$ cat config.mk
export PLATFORM = sky130hd
export DESIGN_NAME = add_seq64
export DESIGN_NICKNAME = d
export VERILOG_FILES = /design/src/rtl/add_seq64.sv
export SDC_FILE = /design/constraint.sdc
export NUM_CORES = 1
export LEC_CHECK = 0
export ABC_AREA = 1
export BUFFER_PORTS_ARGS = -buffer_cell sky130_fd_sc_hd__clkbuf_2
export CORE_ASPECT_RATIO = 0.6
export CORE_UTILIZATION = 51
export CTS_BUF_LIST = sky130_fd_sc_hd__clkbuf_8
export DETAILED_ROUTE_END_ITERATION = 12
export GPL_TIMING_DRIVEN = 0
export PLACE_DENSITY = 0.83
export SLEW_MARGIN = 20
export SYNTH_ARGS = -nofsm -noshare
export SYNTH_HDL_FRONTEND = slang
export SYNTH_HIERARCHICAL = 1
export SYNTH_SLANG_ARGS = --single-unit
$ cat constraint.sdc
create_clock -name clk -period 2.95 [get_ports clk]
set_input_delay 0 -clock clk [delete_from_list [all_inputs] [get_ports clk]]
set_output_delay 0 -clock clk [all_outputs]
set_load 0.02 [all_outputs]
$ cat src/rtl/add_seq64.sv
// add_seq64: 64-bit adder that time-shares one 16-bit carry-lookahead
// adder (cla16) over four chunks, least significant chunk first.
// Handshake: an operand pair transfers on a rising edge where
// in_valid & in_ready; a result transfers on a rising edge where
// out_valid & out_ready. out_valid and the result stay stable until taken.
// Optional feature macro: ADD_SEQ_SUB_EN adds the 'sub' port (a - b).
// dbg_state exposes the FSM state (0 = IDLE, 1 = SEQ, 2 = DONE).

module cla16 (
    input  logic [15:0] x,
    input  logic [15:0] y,
    input  logic        cin,
    output logic [15:0] s,
    output logic        cout
);
    logic [15:0] g;
    logic [15:0] p;
    logic [15:0] c;
    logic [3:0]  gg;
    logic [3:0]  gp;
    logic [3:0]  gc;

    assign g = x & y;
    assign p = x ^ y;

    // Two-level lookahead: group generate/propagate, group carries, bit carries.
    always_comb begin
        gg = '0;
        gp = '0;
        gc = '0;
        c  = '0;
        for (int j = 0; j < 4; j++) begin
            gg[j] = g[4*j+3]
                  | (p[4*j+3] & g[4*j+2])
                  | (p[4*j+3] & p[4*j+2] & g[4*j+1])
                  | (p[4*j+3] & p[4*j+2] & p[4*j+1] & g[4*j]);
            gp[j] = &p[4*j +: 4];
        end
        gc[0] = cin;
        gc[1] = gg[0] | (gp[0] & cin);
        gc[2] = gg[1] | (gp[1] & gg[0]) | (gp[1] & gp[0] & cin);
        gc[3] = gg[2] | (gp[2] & gg[1]) | (gp[2] & gp[1] & gg[0])
              | (gp[2] & gp[1] & gp[0] & cin);
        for (int j = 0; j < 4; j++) begin
            c[4*j]   = gc[j];
            c[4*j+1] = g[4*j]   | (p[4*j]   & gc[j]);
            c[4*j+2] = g[4*j+1] | (p[4*j+1] & g[4*j])   | (p[4*j+1] & p[4*j] & gc[j]);
            c[4*j+3] = g[4*j+2] | (p[4*j+2] & g[4*j+1]) | (p[4*j+2] & p[4*j+1] & g[4*j])
                     | (p[4*j+2] & p[4*j+1] & p[4*j] & gc[j]);
        end
    end

    assign s    = p ^ c;
    assign cout = gg[3] | (gp[3] & gc[3]);
endmodule

module add_seq64 (
    input  logic        clk,
    input  logic        rst_n,
    input  logic        in_valid,
    output logic        in_ready,
    input  logic [63:0] a,
    input  logic [63:0] b,
`ifdef ADD_SEQ_SUB_EN
    input  logic        sub,
`endif
    output logic        out_valid,
    input  logic        out_ready,
    output logic [63:0] sum,
    output logic        cout,
    output logic        ovf,
    output logic        busy,
    output logic [1:0]  dbg_state
);
    typedef enum logic [1:0] {
        IDLE = 2'd0,
        SEQ  = 2'd1,
        DONE = 2'd2
    } state_t;

    state_t      state;
    state_t      state_nxt;
    logic [63:0] a_q;
    logic [63:0] beff_q;
    logic [1:0]  cnt;
    logic        carry_q;
    logic        sub_c;
    logic [15:0] chunk_a;
    logic [15:0] chunk_b;
    logic [15:0] cla_s;
    logic        cla_cout;
    logic        accept;

`ifdef ADD_SEQ_SUB_EN
    assign sub_c = sub;
`else
    assign sub_c = 1'b0;
`endif

    assign accept = in_valid & in_ready;

    // State register.
    always_ff @(posedge clk) begin
        if (!rst_n) state <= IDLE;
        else        state <= state_nxt;
    end

    // Next-state and handshake outputs.
    always_comb begin
        state_nxt = state;
        in_ready  = 1'b0;
        out_valid = 1'b0;
        busy      = 1'b0;
        case (state)
            IDLE: begin
                in_ready = 1'b1;
                if (in_valid) state_nxt = SEQ;
            end
            SEQ: begin
                busy = 1'b1;
                if (cnt == 2'd3) state_nxt = DONE;
            end
            DONE: begin
                out_valid = 1'b1;
                if (out_ready) state_nxt = IDLE;
            end
            default: state_nxt = IDLE;
        endcase
    end

    assign dbg_state = state;

    // Select the current 16-bit chunk of both operands.
    always_comb begin
        chunk_a = a_q[15:0];
        chunk_b = beff_q[15:0];
        case (cnt)
            2'd0: begin chunk_a = a_q[15:0];  chunk_b = beff_q[15:0];  end
            2'd1: begin chunk_a = a_q[31:16]; chunk_b = beff_q[31:16]; end
            2'd2: begin chunk_a = a_q[47:32]; chunk_b = beff_q[47:32]; end
            default: begin chunk_a = a_q[63:48]; chunk_b = beff_q[63:48]; end
        endcase
    end

    // The carry register holds the initial carry for chunk 0 and the
    // previous chunk's carry-out afterwards.
    cla16 u_cla (
        .x    (chunk_a),
        .y    (chunk_b),
        .cin  (carry_q),
        .s    (cla_s),
        .cout (cla_cout)
    );

    // Operand capture and chunk-by-chunk result accumulation.
    always_ff @(posedge clk) begin
        if (!rst_n) begin
            a_q     <= '0;
            beff_q  <= '0;
            cnt     <= '0;
            carry_q <= 1'b0;
            sum     <= '0;
            cout    <= 1'b0;
            ovf     <= 1'b0;
        end else begin
            if (state == IDLE && accept) begin
                a_q     <= a;
                beff_q  <= sub_c ? ~b : b;
                carry_q <= sub_c;
                cnt     <= '0;
            end else if (state == SEQ) begin
                sum[{cnt, 4'b0000} +: 16] <= cla_s;
                carry_q <= cla_cout;
                cnt     <= cnt + 2'd1;
                if (cnt == 2'd3) begin
                    cout <= cla_cout;
                    ovf  <= (a_q[63] == beff_q[63]) & (cla_s[15] != a_q[63]);
                end
            end
        end
    end
endmodule

==> results by group <==
Clock tree
  • Maximum clock path buffer count: 2
  • CTS buffer count: 17
  • CTS tree: yes
  • Htree depth: 4
  • Clock-pin slew on the worst setup and hold paths: 120 ps
  • Clk_lat worst skew: 490 ps
  • CTS root buf: clkbuf_8
  • Clk sink count: 199

STA
  • Worst slew pin tran: 700 ps
  • Tmin final: 3300 ps
  • Unrepaired setup endpoints after global routing: yes
  • Worst setup margin: -351 ps
  • Final Cycle Share: 112%
  • Final Max Tran Viols: 0
  • Slew margin rel.: 53.3%
  • Final-report hold violation count: 0
  • Clock Skew: 18.2 ps
  • Fmax: 303 MHz
  • Setup Viol. Count Final: 43

Synthesis
  • Sequential area share after synthesis: 45.1%
  • Synth Cell Area: 8830 sq um
  • Mapped Nets: 1,400
  • Yosys Warn Count: 6
  • #FFs+latches synth: 199
  • Synthesized area per cell: 7.11 sq um
  • Yosys cell types: 30
  • Synth Instances: 1,242

GRT
  • Pin count of the biggest net entering global routing: 21
  • First-pass GRT wire length: 53,300 microns
  • Total GRT Usage: 39.6%
  • Initial antenna violation count: 0
  • Vias in the first global route: 9,759
  • Total gr overflow: 0

Status
  • Failing checks: setup timing
  • Status: finished, violations left

Critical path
  • Worst r2r src: cnt[1]
  • CP startpoint: cnt[1]
  • Worst endpoint required time: 3370 ps
  • Critical Path Start Type: flip-flop
  • CP Capture Type: flip-flop
  • Crit-path max FO: 10
  • CP Class: reg -> reg
  • Crit path DAT: 3720 ps

Routing
  • DRT Pass-1 Iters: 9
  • Post-route ant nets: 0
  • Vias: 10,900
  • Routed length per instance: 20.6 microns
  • Vias/cell: 5.85
  • Initial DRC Count: 1,536
  • Routed Wire Length: 38,300 microns
  • Drt drc: 0

Power and ir drop
  • Clock power share: 28.7%
  • Logic pwr share: 23.8%
  • Static leakage: 5.71 nW
  • Pwr/cell area: 487 nW/um^2
  • Psw: 2.20 mW
  • Power Internal: 4.17 mW
  • Sw Share: 34.5%
  • Sequential power share: 47.5%
  • Max VDD drop: 0.000256 V

Floorplan
  • Total core area: 16,600 sq um
  • Die W: 172 microns
  • Initial Util: 53.3%
  • Full die area: 17,900 sq um
  • Ports: 203
  • FP Rows: 36
  • Die H: 104 microns

Placement
  • DP Area: 10,200 sq um
  • HPWL after detailed placement: 23,300 microns
  • RePlAce Congestion: 0.999
  • IO buf count: 201

Cells and area
  • Layout Nets: 1,773
  • Core Util, Final: 78.9%
  • Area Growth Syn to Fin: 48.0%
  • Design Area, Final: 13,100 sq um
  • Share of layout cells above drive strength 1: 28.8%
  • Antenna diodes: 0

Min path
  • Hold_sp: rst_n
  • Hold Crit Class: in -> reg

Flow run
  • Max Cap Viol: 0
-- placed cells by master, fill, tap and decap left out, types with 11 or more instances in the layout --
cell,count
clkbuf_2,212
ha_4,11
clkbuf_1,24
clkbuf_8,24
dfxtp_1,197
inv_1,40
buf_2,11
dlygate4sd3_1,129
buf_4,45
nand4_1,17
o21ai_0,144
a21oi_2,28
nand2_2,27
nor2_1,309
a21oi_4,14
a21oi_1,67
a31oi_4,16
nand2_1,191
inv_2,13
-- worst max-delay path: stages, from the launching register on --
cell and delay [ps]:
dfxtp_4 380, inv_4 80, ha_2 180, buf_6 130, buf_4 190, nand2_1 140
a31oi_4 370, ha_4 280, nand2_2 70, inv_1 60, nand2_2 70, nand2_2 50
nand2_1 60, nand2_1 60, inv_2 70, nand2_4 70, fa_2 400, xor2_2 190
nand2_1 100, inv_2 100, nand2_1 50, a21oi_1 110
-- per-stage QoR --
stage	power, mW	TNS, ps	cells	setup slack, ps	hold WS (ps)
4_1_cts	6.06	-1250	1851	-150	51.9
3_3_place_gp	4.04	-22670	1671	-720	250
3_5_place_dp	4.06	-26940	1671	-779	255
6_report	6.37	-7990	1856	-351	68.9
5_1_grt	6.53	-16520	1856	-510	79.6
2_1_floorplan	3.67	0	1242	4.21	164
-- path summary, 6_finish.rpt --
kind	endpoint	slack, ps	depth (start not counted)
min reg2reg	sum[31]	470	2
max	sum[61]	-350	21
min	sum[22]	70	3
max reg2reg	sum[61]	-350	21
-- flip-flops by register name, summed over array words and instances (netlist names) --
| name | flops |
|---|---|
| cnt | 2 |
| sum | 64 |
| beff_q | 64 |
| cout | 1 |
| a_q | 64 |
| carry_q | 1 |
| ovf | 1 |
| dbg_state | 2 |
-- synth_stat cells (all sizes together) --
| library cell | count | area share [%] |
|---|---|---|
| nand3 | 13 | 0.79 |
| o21ai | 144 | 8.2 |
| fa | 4 | 0.91 |
| dfxtp | 199 | 45 |
| nand2 | 224 | 9.7 |
| inv | 55 | 2.3 |
| clkbuf | 51 | 2.3 |
| buf | 32 | 2.4 |
| nor3 | 1 | 0.057 |
| nand4 | 17 | 1.2 |
| a21oi | 109 | 6.2 |
| xnor2 | 2 | 0.20 |
| a21o | 1 | 0.099 |
| ha | 22 | 3.1 |
| nor2 | 320 | 14 |
| o21bai | 2 | 0.17 |
| and2 | 1 | 0.071 |
| a31oi | 35 | 2.5 |
| and3 | 2 | 0.14 |
| nand3b | 2 | 0.17 |
| xor2 | 5 | 0.50 |
| or2 | 1 | 0.071 |
-- cell families (layout without fill, tap and decap cells) --
group           count (synthesis)  in the layout  share of synthesized area (%)
compound gates                291            291                           17.1
flops                         199            199                           45.1
buf+inv                       138            524                           7.00
fa+ha+maj                      26             26                           4.02
simple gates                  581            581                           26.1
xor+xnor                        7              7                          0.694
-- area by class of cell --
type	instances	area [sq um]
Tap cell	228	285
Inverter	55	216
Clock inverter	14	159
Timing Repair Buffer	357	2520
Sequential cell	199	3990
Multi-Input combinational cell	905	5100
Clock buffer	18	248
Fill cell	1087	3500
Buffer	80	551
-- repair_timing --
action / 4_1_cts / 5_1_grt
gates resized for setup: 115 / 101
hold buffers: 129 / 0
setup endpoints to repair: 61 / 49
hold endpoints to repair: 129 / 0
pin swaps: 39 / 44
gates cloned: 1 / 0
buffers inserted: 20 / 6
-- layer usage --
metal | track usage (%) | wire length, microns | vias up
li1 | - | - | 4773
met1 | 55.7 | 15000 | 4980
met2 | 56.6 | 15600 | 917
met3 | 13.1 | 6160 | 192
met4 | 12.3 | 1500 | 0
met5 | 0 | 0 | -
-- power by group through the flow --
stage	combinational (mW)	sequential, mW	clock (mW)
floorplan	0.661	3.01	0
global placement	0.991	3.05	0
detailed placement	1.01	3.05	0
CTS	1.29	2.99	1.77
global route	1.60	3.03	1.90
finish	1.51	3.03	1.83
(Power assumes the default switching activity.)
